==> src/rtl/culsans_pkg.sv <==
// Shared definitions for the culsans SoC slice: peripheral base addresses,
// end-of-test controller register offsets and its state encoding.
package culsans_pkg;

  localparam logic [31:0] ExitBase     = 32'h0030_0000;

  localparam logic [11:0] ExitCoreBase = 12'h000;
  localparam logic [11:0] ExitStatus   = 12'h100;
  localparam logic [11:0] ExitForce    = 12'h104;
  localparam logic [11:0] ExitCycleLo  = 12'h108;
  localparam logic [11:0] ExitCycleHi  = 12'h10C;

  typedef enum logic [0:0] {
    EXIT_RUN  = 1'b0,
    EXIT_DONE = 1'b1
  } exit_state_e;

endpackage

==> src/rtl/culsans_exit_ctrl_if.sv <==
// Register-bus bundle of the end-of-test controller: request/grant with a
// one-cycle registered response.
interface culsans_exit_ctrl_if #(
  parameter int unsigned AddrWidth = 12
);
  logic                 req_i;
  logic                 we_i;
  logic [AddrWidth-1:0] addr_i;
  logic [31:0]          wdata_i;
  logic [3:0]           be_i;
  logic                 gnt_o;
  logic                 rvalid_o;
  logic [31:0]          rdata_o;
  logic                 err_o;

  modport master (
    output req_i, we_i, addr_i, wdata_i, be_i,
    input  gnt_o, rvalid_o, rdata_o, err_o
  );

  modport slave (
    input  req_i, we_i, addr_i, wdata_i, be_i,
    output gnt_o, rvalid_o, rdata_o, err_o
  );
endinterface

==> src/rtl/culsans_exit_ctrl.sv <==
// End-of-test controller: collects per-core exit reports, latches one exit
// word for the top-level port and keeps a 64-bit cycle counter frozen at exit.
module culsans_exit_ctrl
  import culsans_pkg::*;
#(
  parameter int unsigned NumCores  = 2,
  parameter int unsigned AddrWidth = 12
) (
  input  logic               clk_i,
  input  logic               rst,
  culsans_exit_ctrl_if.slave bus,
  output logic [31:0]        exit_o
);

  localparam int unsigned WordWidth = AddrWidth - 2;

  exit_state_e         state_r, state_nxt_s;
  logic [NumCores-1:0] done_r, done_nxt_s;
  logic [30:0]         code_r     [NumCores];
  logic [30:0]         code_nxt_s [NumCores];
  logic [63:0]         cnt_r;
  logic [31:0]         shadow_r, shadow_nxt_s;
  logic [31:0]         exit_r, exit_nxt_s;
  logic                rvalid_r;
  logic                err_r, err_nxt_s;
  logic [31:0]         rdata_r, rdata_nxt_s;

  logic [WordWidth-1:0] word_s;
  logic                 aligned_s;
  logic [NumCores-1:0]  sel_s;
  logic                 core_hit_s;
  logic                 full_be_s;
  logic                 any_code_s;
  logic [31:0]          core_word_s;
  logic [31:0]          status_s;
  logic                 hit_status_s, hit_force_s, hit_lo_s, hit_hi_s;

  assign word_s       = bus.addr_i[AddrWidth-1:2];
  assign aligned_s    = (bus.addr_i[1:0] == 2'b00);
  assign full_be_s    = (bus.be_i == 4'hF);
  assign hit_status_s = (bus.addr_i == AddrWidth'(ExitStatus));
  assign hit_force_s  = (bus.addr_i == AddrWidth'(ExitForce));
  assign hit_lo_s     = (bus.addr_i == AddrWidth'(ExitCycleLo));
  assign hit_hi_s     = (bus.addr_i == AddrWidth'(ExitCycleHi));
  assign core_hit_s   = |sel_s;

  assign bus.gnt_o    = bus.req_i;
  assign bus.rvalid_o = rvalid_r;
  assign bus.rdata_o  = rdata_r;
  assign bus.err_o    = err_r;
  assign exit_o       = exit_r;

  // Only the first 32 done bits are visible through STATUS.
  if (NumCores <= 32) begin : g_status_narrow
    assign status_s = 32'(done_r);
  end else begin : g_status_wide
    assign status_s = done_r[31:0];
  end

  // Per-core register select and read-back mux
  always_comb begin
    sel_s       = '0;
    core_word_s = 32'h0000_0000;
    for (int i = 0; i < NumCores; i++) begin
      if (aligned_s && (word_s == WordWidth'(i))) begin
        sel_s[i]    = 1'b1;
        core_word_s = {code_r[i], done_r[i]};
      end else begin
        sel_s[i] = 1'b0;
      end
    end
  end

  // Bus decode, register updates and exit decision
  always_comb begin
    state_nxt_s  = state_r;
    done_nxt_s   = done_r;
    code_nxt_s   = code_r;
    exit_nxt_s   = exit_r;
    shadow_nxt_s = shadow_r;
    err_nxt_s    = 1'b0;
    rdata_nxt_s  = 32'h0000_0000;
    any_code_s   = 1'b0;
    if (bus.req_i && bus.we_i) begin
      if (state_r == EXIT_DONE) begin
        err_nxt_s = 1'b0;
      end else if (core_hit_s) begin
        if (!full_be_s) begin
          err_nxt_s = 1'b1;
        end else if (bus.wdata_i[0]) begin
          done_nxt_s = done_r | sel_s;
          for (int i = 0; i < NumCores; i++) begin
            if (sel_s[i]) begin
              code_nxt_s[i] = bus.wdata_i[31:1];
            end else begin
              code_nxt_s[i] = code_r[i];
            end
            any_code_s = any_code_s | (code_nxt_s[i] != 31'h0);
          end
          // A nonzero code exits at once; a clean exit waits for every core.
          if (bus.wdata_i[31:1] != 31'h0) begin
            state_nxt_s = EXIT_DONE;
            exit_nxt_s  = {bus.wdata_i[31:1], 1'b1};
          end else if ((&done_nxt_s) && !any_code_s) begin
            state_nxt_s = EXIT_DONE;
            exit_nxt_s  = 32'h0000_0001;
          end else begin
            state_nxt_s = EXIT_RUN;
          end
        end else begin
          done_nxt_s = done_r;
        end
      end else if (hit_force_s) begin
        if (!full_be_s) begin
          err_nxt_s = 1'b1;
        end else if (bus.wdata_i[0]) begin
          state_nxt_s = EXIT_DONE;
          exit_nxt_s  = bus.wdata_i;
        end else begin
          state_nxt_s = EXIT_RUN;
        end
      end else begin
        err_nxt_s = 1'b1;
      end
    end else if (bus.req_i) begin
      if (core_hit_s) begin
        rdata_nxt_s = core_word_s;
      end else if (hit_status_s) begin
        rdata_nxt_s = status_s;
      end else if (hit_lo_s) begin
        rdata_nxt_s  = cnt_r[31:0];
        shadow_nxt_s = cnt_r[63:32];
      end else if (hit_hi_s) begin
        rdata_nxt_s = shadow_r;
      end else begin
        err_nxt_s = 1'b1;
      end
    end else begin
      rdata_nxt_s = 32'h0000_0000;
    end
  end

  // Control state, exit word and per-core exit registers
  always_ff @(posedge clk_i or negedge rst) begin
    if (!rst) begin
      state_r  <= EXIT_RUN;
      done_r   <= '0;
      code_r   <= '{default: 31'h0};
      exit_r   <= 32'h0000_0000;
      shadow_r <= 32'h0000_0000;
    end else begin
      state_r  <= state_nxt_s;
      done_r   <= done_nxt_s;
      code_r   <= code_nxt_s;
      exit_r   <= exit_nxt_s;
      shadow_r <= shadow_nxt_s;
    end
  end

  // Free-running cycle counter, frozen once exited
  always_ff @(posedge clk_i or negedge rst) begin
    if (!rst) begin
      cnt_r <= 64'h0;
    end else if (state_r == EXIT_RUN) begin
      cnt_r <= cnt_r + 64'h1;
    end else begin
      cnt_r <= cnt_r;
    end
  end

  // Registered bus response, one cycle after grant
  always_ff @(posedge clk_i or negedge rst) begin
    if (!rst) begin
      rvalid_r <= 1'b0;
      err_r    <= 1'b0;
      rdata_r  <= 32'h0000_0000;
    end else begin
      rvalid_r <= bus.req_i;
      err_r    <= err_nxt_s;
      rdata_r  <= rdata_nxt_s;
    end
  end

endmodule

==> src/flat_wrapper.sv <==
// flat-port wrapper written by rule: the top's interface ports become plain ports
module culsans_exit_ctrl_flat import culsans_pkg::*;
#(
  parameter int unsigned NumCores  = 2,
  parameter int unsigned AddrWidth = 12
)
  (clk_i, rst, exit_o, bus_req_i, bus_we_i, bus_addr_i, bus_wdata_i, bus_be_i, bus_gnt_o, bus_rvalid_o, bus_rdata_o, bus_err_o);
  culsans_exit_ctrl_if #(.AddrWidth(AddrWidth)) bus_i ();
  input  logic clk_i;
  input  logic rst;
  output logic [31:0] exit_o;
  input wire logic [$bits(bus_i.req_i)-1:0] bus_req_i;
  input wire logic [$bits(bus_i.we_i)-1:0] bus_we_i;
  input wire logic [$bits(bus_i.addr_i)-1:0] bus_addr_i;
  input wire logic [$bits(bus_i.wdata_i)-1:0] bus_wdata_i;
  input wire logic [$bits(bus_i.be_i)-1:0] bus_be_i;
  output wire logic [$bits(bus_i.gnt_o)-1:0] bus_gnt_o;
  output wire logic [$bits(bus_i.rvalid_o)-1:0] bus_rvalid_o;
  output wire logic [$bits(bus_i.rdata_o)-1:0] bus_rdata_o;
  output wire logic [$bits(bus_i.err_o)-1:0] bus_err_o;
  assign bus_i.req_i = bus_req_i;
  assign bus_i.we_i = bus_we_i;
  assign bus_i.addr_i = bus_addr_i;
  assign bus_i.wdata_i = bus_wdata_i;
  assign bus_i.be_i = bus_be_i;
  assign bus_gnt_o = bus_i.gnt_o;
  assign bus_rvalid_o = bus_i.rvalid_o;
  assign bus_rdata_o = bus_i.rdata_o;
  assign bus_err_o = bus_i.err_o;
  culsans_exit_ctrl #(.NumCores(NumCores), .AddrWidth(AddrWidth)) u_core (.clk_i(clk_i), .rst(rst), .bus(bus_i), .exit_o(exit_o));
endmodule
==> config.mk <==
export PLATFORM = sky130hd
export DESIGN_NAME = culsans_exit_ctrl_flat
export DESIGN_NICKNAME = d
export VERILOG_FILES = /design/src/rtl/culsans_pkg.sv /design/src/rtl/culsans_exit_ctrl_if.sv /design/src/rtl/culsans_exit_ctrl.sv /design/src/flat_wrapper.sv
export SDC_FILE = /design/constraint.sdc
export NUM_CORES = 1
export LEC_CHECK = 0
export CAP_MARGIN = 5
export CORE_UTILIZATION = 30
export DETAILED_ROUTE_END_ITERATION = 10
export DONT_BUFFER_PORTS = 1
export GPL_TIMING_DRIVEN = 0
export REMOVE_ABC_BUFFERS = 1
export SLEW_MARGIN = 25
export SYNTH_ARGS = -nofsm -noshare
export SYNTH_HDL_FRONTEND = slang
export SYNTH_SLANG_ARGS = --single-unit
==> constraint.sdc <==
create_clock -name clk_i -period 3.2 [get_ports clk_i]
set_input_delay 0.32 -clock clk_i [delete_from_list [all_inputs] [get_ports clk_i]]
set_output_delay 0.32 -clock clk_i [all_outputs]
set_load 0.01 [all_outputs]
==> results_dict.tcl, run 1 <==
set metrics [dict create \
    hold_violations 227 \
    fin_hold_ws_ns -0.495 \
    tritoncts "built" \
    wl_per_cell_um 20.4 \
    wl_mm 26.1 \
    synth.area.mux_share 0.169 \
    pwr-share-seq 0.481 \
    ys_ff_latch 227 \
    critPathMaxStageDelay_ns 0.84 \
    clkSinkCount 227 \
    violations "negative hold slack" \
    p_clk_frac 0.495 \
    path_depth 6 \
    synthesis.area_per_instance_um2 12.5 \
    grt_start_max_net_pins 228 \
    synth_top_flop_cell "dfrtp_1" \
    port_buffers 0 \
    fin_ws_ns 0.163 \
    fin_cells 1280 \
    synth_top_family_by_area "multiplexers" \
    clk_pin_slew_ns 0.06 \
    path_buf_inv 1 \
    grt_pass1_vias 6697 \
    rows 65 \
    coreArea_mm2 0.0319 \
    path_cells "or4_4 > nor4_4 > a21o_1 > or3_2 > buf_16 > mux2_2" \
    cts.htree.levels 1 \
    intPower_uw 4850 \
    setup_viol 0 \
    total_power_uw 6160 \
    grt_pass1_wl_mm 40.9 \
    grt_usage 0.159 \
    dr.pass1.iters 6 \
    drv_cap 0 \
    drc 0 \
    gp_congestion 0.816 \
    max_freq_mhz 329 \
    synth-seq-area-share 0.578 \
    antenna_found_initial 0 \
    diodes 0 \
    fin_nets 881 \
    initial_core_util 0.308 \
    critPathKind "input pin to register" \
    syn_inst 784 \
    synth_edf_count 0 \
    synth-simple-area-share 0.116 \
    postCtsHoldBufs 33 \
    synth_fa_ha_area_frac 0.00127 \
    irDropWorstVdd_uv 386 \
    root_buffer "clkbuf_16" \
    fin_crit_ns 3.04 \
    ys.warnings.count 0 \
    die_h_um 183 \
    relSlewSlack 0.343 \
    dp.cells 1195 \
    maxSlewViolCount 0 \
    grt_remaining_overflow 0 \
    clock_latency_ns 0.53 \
    first_iter_violations 605 \
    crit_family "simple AND/OR/NAND/NOR gates" \
    p_sw_frac 0.213 \
    synthDistinctLibCells 45 \
    switchingPower_uw 1310 \
    power_density_mw_per_mm2 525 \
    synthArstFlopShare 1.00 \
    drive_gt1_frac 0.206 \
    syn_to_final_growth_pct 19.2 \
    viasPerCell 5.12 \
    hold_path.class "input pin to asynchronous set/reset pin" \
    place_ws_ns -0.686 \
    critPathArrivalTime_ns 3.43 \
    synth-compound-area-share 0.0574 \
    rsz0062_at_grt "false" \
    crit_start "bus_addr_i[0]" \
    worstMarginPinSlew_ns 0.977 \
    die_area_mm2 0.0335 \
    crit_fanout 25 \
    yosys.area_share.xor_xnor 0.0561 \
    fp.dieW_um 183 \
    syn_area_mm2 0.00983 \
    end_kind "register" \
    status "complete, but fails checks" \
    critPathLaunchType "input pin" \
    combPwrFrac 0.024 \
    vias 6550 \
    crit_required_ns 3.59 \
    r2r-start "u_core.state_r" \
    leakagePower_uw 0.00544 \
    clock_skew_ns 0.0234 \
    cts-buffers-inserted 24 \
    crit_slowest_cell "a21o_1" \
    drtAntennaViolNets 0 \
    clk_path_buf_depth 3 \
    post-dp-hpwl_mm 17.5 \
    io-pin-count 119 \
    r2r_cells 6 \
    period_share 0.949 \
]
## power groups by stage
| stage | clock network [µW] | logic [µW] | registers [µW] |
|---|---|---|---|
| 6_report | 3050 | 147 | 2960 |
| 5_1_grt | 3230 | 160 | 2970 |
| 4_1_cts | 3110 | 147 | 2960 |
| 3_5_place_dp | 0 | 95.7 | 3010 |
| 3_3_place_gp | 0 | 90.6 | 3010 |
| 2_1_floorplan | 0 | 77.4 | 3000 |
## cell usage in the layout (no fill, tap or decap), types with 27 or more instances in the layout
cell type / n
mux2_2: 95
dlygate4sd3_1: 33
nand2_1: 42
xnor2_1: 49
dfrtp_1: 227
mux2_1: 31
nor4_1: 27
nor2_1: 30
nand3_1: 29
## registers in the layout, indices dropped and copies added (netlist names)
signal,cells
u_core.code_r,62
u_core.shadow_r,32
u_core.bus.err_o,1
u_core.bus.rvalid_o,1
u_core.cnt_r,64
u_core.done_r,2
u_core.bus.rdata_o,32
u_core.exit_o,32
u_core.state_r,1
## per-stage QoR
step	area, µm²	setup TNS (ns)	utilization
after floorplan	9660	-71.36	-
after global placement	10200	-280.75	0.320
after detailed placement	10400	-22.99	0.327
after CTS	11600	0	0.365
after global routing	11700	0	0.368
final	11700	0	0.368
## cells by family (layout without fill, tap and decap cells)
group | Yosys count | in the layout
compound gates | 78 | 78
xor+xnor | 63 | 63
fa+ha+maj | 1 | 1
buf+inv | 52 | 113
flops | 227 | 227
mux | 150 | 150
simple gates | 213 | 213
## cells in the mapped netlist (11+ instances only)
cell type / number / share of area
dfrtp_1: 227 / 0.58
mux2_2: 95 / 0.11
xnor2_1: 49 / 0.044
nand2_1: 43 / 0.016
nor2_1: 32 / 0.012
mux2_1: 31 / 0.035
nand3_1: 30 / 0.015
nor4_1: 29 / 0.018
clkbuf_1: 28 / 0.011
mux2i_1: 24 / 0.024
a22oi_1: 23 / 0.018
o22ai_1: 23 / 0.015
nand4_1: 17 / 0.011
nor3_1: 17 / 0.0087
inv_1: 14 / 0.0053
xor2_1: 14 / 0.012
and3_1: 11 / 0.0070
o21ai_0: 11 / 0.0056
## path summary, 6_finish.rpt
path / end / slack, ns
setup / recovery: u_core.shadow_r[12] / 0.16
hold / removal: u_core.exit_o[12] / -0.50
setup reg to reg: u_core.cnt_r[44] / 0.17
hold reg to reg: u_core.shadow_r[4] / 0.48
max in group asynchronous: u_core.cnt_r[10] / 3.31
min in group clk_i: u_core.bus.rdata_o[0] / 0.03
## per-layer routing
layer / vias up / part of all wire / track usage
li1: 2936 / - / -
met3: 33 / 0.066 / 0.0294
met2: 230 / 0.43 / 0.234
met1: 3351 / 0.48 / 0.238
met5: - / 0 / 0
met4: 0 / 0.021 / 0.0390
## area by class of cell
type                       instances  area [µm²]
clock inverter                    10         171
inverter                          14        52.6
multi-input combinational        505        3980
fill                            3143       20200
sequential                       227        5680
timing repair buffer              56         588
tap                              435         544
clock buffer                      33         704
## timing repair
action | 4_1_cts | 5_1_grt
hold endpoints to repair | 322 | 227
setup endpoints to repair | 18 | 18
setup buffers | 0 | 9
gates resized for setup | 1 | 0
pin swaps | 0 | 1
(Power assumes the default switching activity.)
==> inputs of run 2 (changes only) <==
--- a/config.mk
+++ b/config.mk
@@ -10,8 +10,6 @@
 export DETAILED_ROUTE_END_ITERATION = 10
 export DONT_BUFFER_PORTS = 1
 export GPL_TIMING_DRIVEN = 0
-export REMOVE_ABC_BUFFERS = 1
-export SLEW_MARGIN = 25
 export SYNTH_ARGS = -nofsm -noshare
 export SYNTH_HDL_FRONTEND = slang
 export SYNTH_SLANG_ARGS = --single-unit
==> results_dict.tcl, run 2 (synthesis results as in run 1) <==
set metrics [dict create \
    path_buf_inv 2 \
    setup_viol 0 \
    post-dp-hpwl_mm 19.1 \
    irDropWorstVdd_uv 403 \
    path_cells "clkbuf_1 > nand4b_1 > or2_2 > clkbuf_1 > nor3_2 > nand2_1 > nor4_1 > xor2_1" \
    port_buffers 0 \
    coreArea_mm2 0.0319 \
    clock_latency_ns 0.52 \
    hold_violations 227 \
    maxSlewViolCount 0 \
    viasPerCell 5.22 \
    drive_gt1_frac 0.184 \
    tritoncts "built" \
    critPathLaunchType "register" \
    final_util 0.364 \
    critPathKind "register to register" \
    top_register "u_core.cnt_r" \
    relSlewSlack 0.326 \
    crit_family "simple AND/OR/NAND/NOR gates" \
    clk_path_buf_depth 3 \
    rows 65 \
    leakagePower_uw 0.00536 \
    crit_slowest_cell "nor3_2" \
    cts-buffers-inserted 25 \
    violations "negative hold slack" \
    final.setup.tns_ns 0 \
    crit_top_cell "clkbuf_1" \
    grt_remaining_overflow 0 \
    critPathMaxStageDelay_ns 0.60 \
    combPwrFrac 0.026 \
    layout_commonest_cell "dfrtp_1" \
    die_area_mm2 0.0335 \
    reg2reg_to "u_core.cnt_r[44]" \
    crit_fanout 10 \
    max_freq_mhz 336 \
    grt_start_max_net_pins 228 \
    postCtsHoldBufs 32 \
    fin_crit_ns 2.98 \
    top_regs "u_core.cnt_r: 64 flops, u_core.code_r: 62 flops" \
    syn_to_final_growth_pct 17.9 \
    first_iter_violations 675 \
    critPathArrivalTime_ns 3.41 \
    antenna_found_initial 5 \
    fill_cells 3156 \
    wl_mm 26.9 \
    hold_path.class "input pin to asynchronous set/reset pin" \
    root_buffer "clkbuf_16" \
    clk_pin_slew_ns 0.06 \
    grt_usage 0.162 \
    worstMarginPinSlew_ns 1.00 \
    crit_required_ns 3.63 \
    r2r_cells 8 \
    io-pin-count 119 \
    r2r_setup_slack_ns 0.22 \
    place_ws_ns -0.0883 \
    largest_reg_flops 64 \
    rsz0062_at_grt "false" \
    clkSinkCount 227 \
    cts.htree.levels 1 \
    period_share 0.930 \
    synth_nets 837 \
    total_power_uw 6090 \
    die_h_um 183 \
    status "complete, but fails checks" \
    power_density_mw_per_mm2 525 \
    grt_pass1_vias 6637 \
    final_cell_mix "dfrtp_1, mux2_2, xnor2_1" \
    fp.dieW_um 183 \
    intPower_uw 4760 \
    p_sw_frac 0.217 \
    switchingPower_uw 1320 \
    clock_skew_ns 0.0113 \
    fin_hold_ws_ns -0.501 \
    p_clk_frac 0.488 \
    drtAntennaViolNets 0 \
    initial_core_util 0.308 \
    end_kind "register" \
    fin_ws_ns 0.225 \
    wl_per_cell_um 20.7 \
    fin_nets 897 \
    drv_cap 0 \
    r2r-start "u_core.state_r" \
    dr.pass1.iters 6 \
    pwr-share-seq 0.486 \
    grt_pass1_wl_mm 41.1 \
    vias 6775 \
    gp_congestion 0.874 \
    drc 0 \
]
run 2: changes by cell type in the layout (fill, tap and decap cells not counted), moves of 2 or more:
cell / delta
clkbuf_1: +26
buf_4: -10
buf_16: -4
buf_6: +4
bufinv_16: -2
clkinv_2: +2
clkinv_4: +2
nor2_1: +2
nor2_4: -2
run 2: power by group through the flow:
stage	Combinational [µW]	Clock [µW]	Sequential, µW
6_report	157	2970	2960
5_1_grt	169	3160	2960
4_1_cts	156	3030	2960
3_5_place_dp	108	0	3010
3_3_place_gp	105	0	3010
2_1_floorplan	85.7	0	3000
run 2: timing repair:
| action | in CTS | in global routing |
|---|---|---|
| gates resized for setup | 1 | 1 |
| endpoints found under the hold margin | 321 | 227 |
| endpoints found under the setup margin | 3 | 10 |
| setup buffers | 0 | 0 |
run 2: cell type report:
| class | count | area (µm²) | area share |
|---|---|---|---|
| flip-flops and latches | 227 | 5680 | 0.490 |
| multi-input cells | 505 | 3940 | 0.340 |
| clock buffers | 33 | 736 | 0.0635 |
| well taps | 435 | 544 | 0.0469 |
| repair buffers | 33 | 332 | 0.0286 |
| plain buffers | 38 | 176 | 0.0152 |
| clock inverters | 12 | 130 | 0.0112 |
| inverters | 14 | 52.6 | 0.00453 |
| diodes | 1 | 2.50 | 0.000216 |
run 2: how the worst max path moves through the flow:
stage | startpoint | to | slack (ns) | cells after the start
global route | u_core.state_r | u_core.cnt_r[44] | 0.01 | 8
finish | u_core.state_r | u_core.cnt_r[44] | 0.22 | 8
detailed placement | u_core.state_r | u_core.cnt_r[44] | -0.09 | 8
CTS | u_core.cnt_r[23] | u_core.cnt_r[63] | 0.02 | 8
global placement | u_core.state_r | u_core.cnt_r[44] | -0.05 | 8
floorplan | bus_addr_i[0] | u_core.exit_o[10] | 0.50 | 7
run 2: metal layers:
layer,vias up,global-route usage,routed length (µm)
met3,34,0.0262,1790
li1,2974,-,-
met1,3515,0.246,13000
met2,250,0.240,11600
met4,2,0.0350,495
met5,-,0,13
run 2: metrics by stage:
| step | hold WS (ns) | instance area [µm²] | std cells |
|---|---|---|---|
| after floorplan | 0.0244 | 9830 | 784 |
| after global placement | 0.0301 | 10400 | 1219 |
| after detailed placement | 0.0303 | 10400 | 1220 |
| after CTS | -0.515 | 11600 | 1297 |
| after global routing | -0.521 | 11600 | 1298 |
| final | -0.501 | 11600 | 1298 |
==> inputs of run 3 (changes only) <==
--- a/config.mk
+++ b/config.mk
@@ -10,6 +10,7 @@
 export DETAILED_ROUTE_END_ITERATION = 10
 export DONT_BUFFER_PORTS = 1
 export GPL_TIMING_DRIVEN = 0
+export REMOVE_ABC_BUFFERS = 1
 export SYNTH_ARGS = -nofsm -noshare
 export SYNTH_HDL_FRONTEND = slang
 export SYNTH_SLANG_ARGS = --single-unit
==> results_dict.tcl, run 3 (synthesis results as in run 1) <==
set metrics [dict create \
    status "complete, but fails checks" \
    violations "negative hold slack" \
    intPower_uw 4990 \
    wl_mm 26.5 \
    final_area_mm2 0.0117 \
    layout_commonest_cell "dfrtp_1" \
    r2r_setup_slack_ns 0.24 \
    p_clk_frac 0.507 \
    clk_path_buf_depth 3 \
    worstMarginPinSlew_ns 1.12 \
    wl_met3_mm 1.55 \
    crit_fanout 16 \
    relSlewSlack 0.256 \
    wl_met2_mm 11.6 \
    vias 6623 \
    drc 0 \
    drtAntennaViolNets 0 \
    dr.pass1.iters 6 \
    gp_congestion 0.816 \
    end_kind "register" \
    grt_pass1_wl_mm 41.2 \
    grt_remaining_overflow 0 \
    largest_reg_flops 64 \
    initial_core_util 0.308 \
    fp.dieW_um 183 \
    fill_cells 3092 \
    first_iter_violations 650 \
    clock_skew_ns 0.0125 \
    cts.htree.levels 1 \
    switchingPower_uw 1310 \
    clkSinkCount 227 \
    critPathMaxStageDelay_ns 0.76 \
    crit_start "bus_addr_i[6]" \
    diodes 0 \
    crit_slowest_cell "a32oi_4" \
    clk_pin_slew_ns 0.06 \
    setup_viol 0 \
    top_register "u_core.cnt_r" \
    placed_area_mm2 0.0104 \
    r2r-start "u_core.state_r" \
    period_share 0.943 \
    fin_crit_ns 3.02 \
    grt_usage 0.160 \
    drive_gt1_frac 0.194 \
    grt_pass1_vias 6666 \
    top_regs "u_core.cnt_r: 64 flops, u_core.code_r: 62 flops" \
    leakagePower_uw 0.00539 \
    fin_nets 869 \
    grt_start_max_net_pins 228 \
    port_buffers 0 \
    drv_cap 0 \
    reg2reg_to "u_core.cnt_r[44]" \
    hold_path.class "input pin to asynchronous set/reset pin" \
    rsz0062_at_grt "false" \
    power_density_mw_per_mm2 540 \
    post-dp-hpwl_mm 17.2 \
    critPathArrivalTime_ns 3.42 \
    rows 65 \
    r2r_cells 6 \
    p_sw_frac 0.208 \
    die_area_mm2 0.0335 \
    critPathLaunchType "input pin" \
    max_freq_mhz 331 \
    postCtsHoldBufs 33 \
    viasPerCell 5.22 \
    root_buffer "clkbuf_16" \
    critPathKind "input pin to register" \
    irDropWorstVdd_uv 310 \
    syn_to_final_growth_pct 18.6 \
    antenna_found_initial 0 \
    final_cell_mix "dfrtp_1, mux2_2, xnor2_1" \
    crit_required_ns 3.60 \
    tritoncts "built" \
    path_cells "or4_1 > nor4b_2 > nor2_1 > o21ai_0 > nand2_1 > a32oi_4 > mux2_1" \
    coreArea_mm2 0.0319 \
    hold_violations 227 \
    fin_hold_ws_ns -0.506 \
    routed.top_layer "met4" \
    wl_met1_mm 12.9 \
    pwr-share-seq 0.470 \
    die_h_um 183 \
    combPwrFrac 0.023 \
    cts-buffers-inserted 24 \
    maxSlewViolCount 0 \
    io-pin-count 119 \
    wl_per_cell_um 20.9 \
    clock_latency_ns 0.52 \
]
run 3: cell types whose count changed in the layout (fill, tap and decap cells not counted), sizes merged:
cell,change
clkinv,+2
clkbuf,-34
buf,-1
clkinvlp,-2
diode,-1
dlygate4sd3,+1
bufinv,+5
a32oi,+1
run 3: worst max path at each step:
stage,to,slack [ns]
finish,u_core.exit_o[28],0.18
global route,u_core.exit_o[28],0.01
CTS,u_core.exit_o[1],0.12
detailed placement,u_core.exit_o[1],-0.78
global placement,u_core.code_r[37],-4.03
floorplan,u_core.code_r[31],-1.77
run 3: critical path: cells and delay by family:
family,cells,cell delay (ns)
AOI/OAI and AO/OA,2,1.04
and+or+nand+nor,4,1.66
muxes,1,0.39
run 3: repair_timing:
item                                    CTS  global route
gates resized for setup                   1             1
pin swaps                                 1             1
endpoints found under the hold margin   322           227
buffers inserted                          0             1
cloned                                    1             0
endpoints found under the setup margin   31            25
run 3: cell type report:
| cell class | instances | area, µm² | share of cell area |
|---|---|---|---|
| Sequential cell | 227 | 5680 | 0.487 |
| Clock buffer | 27 | 643 | 0.0552 |
| Tap cell | 435 | 544 | 0.0467 |
| Inverter | 14 | 52.6 | 0.00451 |
| Multi-Input combinational cell | 506 | 3990 | 0.342 |
| Clock inverter | 17 | 268 | 0.0230 |
| Timing Repair Buffer | 43 | 482 | 0.0413 |
run 3: power by group through the flow:
stage | registers, µW | clock network, µW | logic (µW)
floorplan | 3000 | 0 | 77.4
global placement | 3010 | 0 | 90.6
detailed placement | 3010 | 0 | 94.0
CTS | 2960 | 3250 | 144
global route | 2960 | 3380 | 156
finish | 2960 | 3200 | 144
run 3: metrics by stage:
stage                      util  power [µW]  TNS, ns  setup WS (ns)  std cells
after floorplan               -        3070   -71.36          -1.77        746
after global placement    0.320        3100  -280.75          -4.03       1181
after detailed placement  0.325        3110   -34.19         -0.778       1190
after CTS                 0.365        6350        0          0.122       1268
after global routing      0.366        6490        0         0.0127       1269
final                     0.366        6300        0          0.183       1269
run 3: metal layers:
| layer | vias up | global-route usage |
|---|---|---|
| met2 | 244 | 0.238 |
| met5 | - | 0 |
| li1 | 2918 | - |
| met4 | 0 | 0.0340 |
| met3 | 33 | 0.0258 |
| met1 | 3428 | 0.243 |
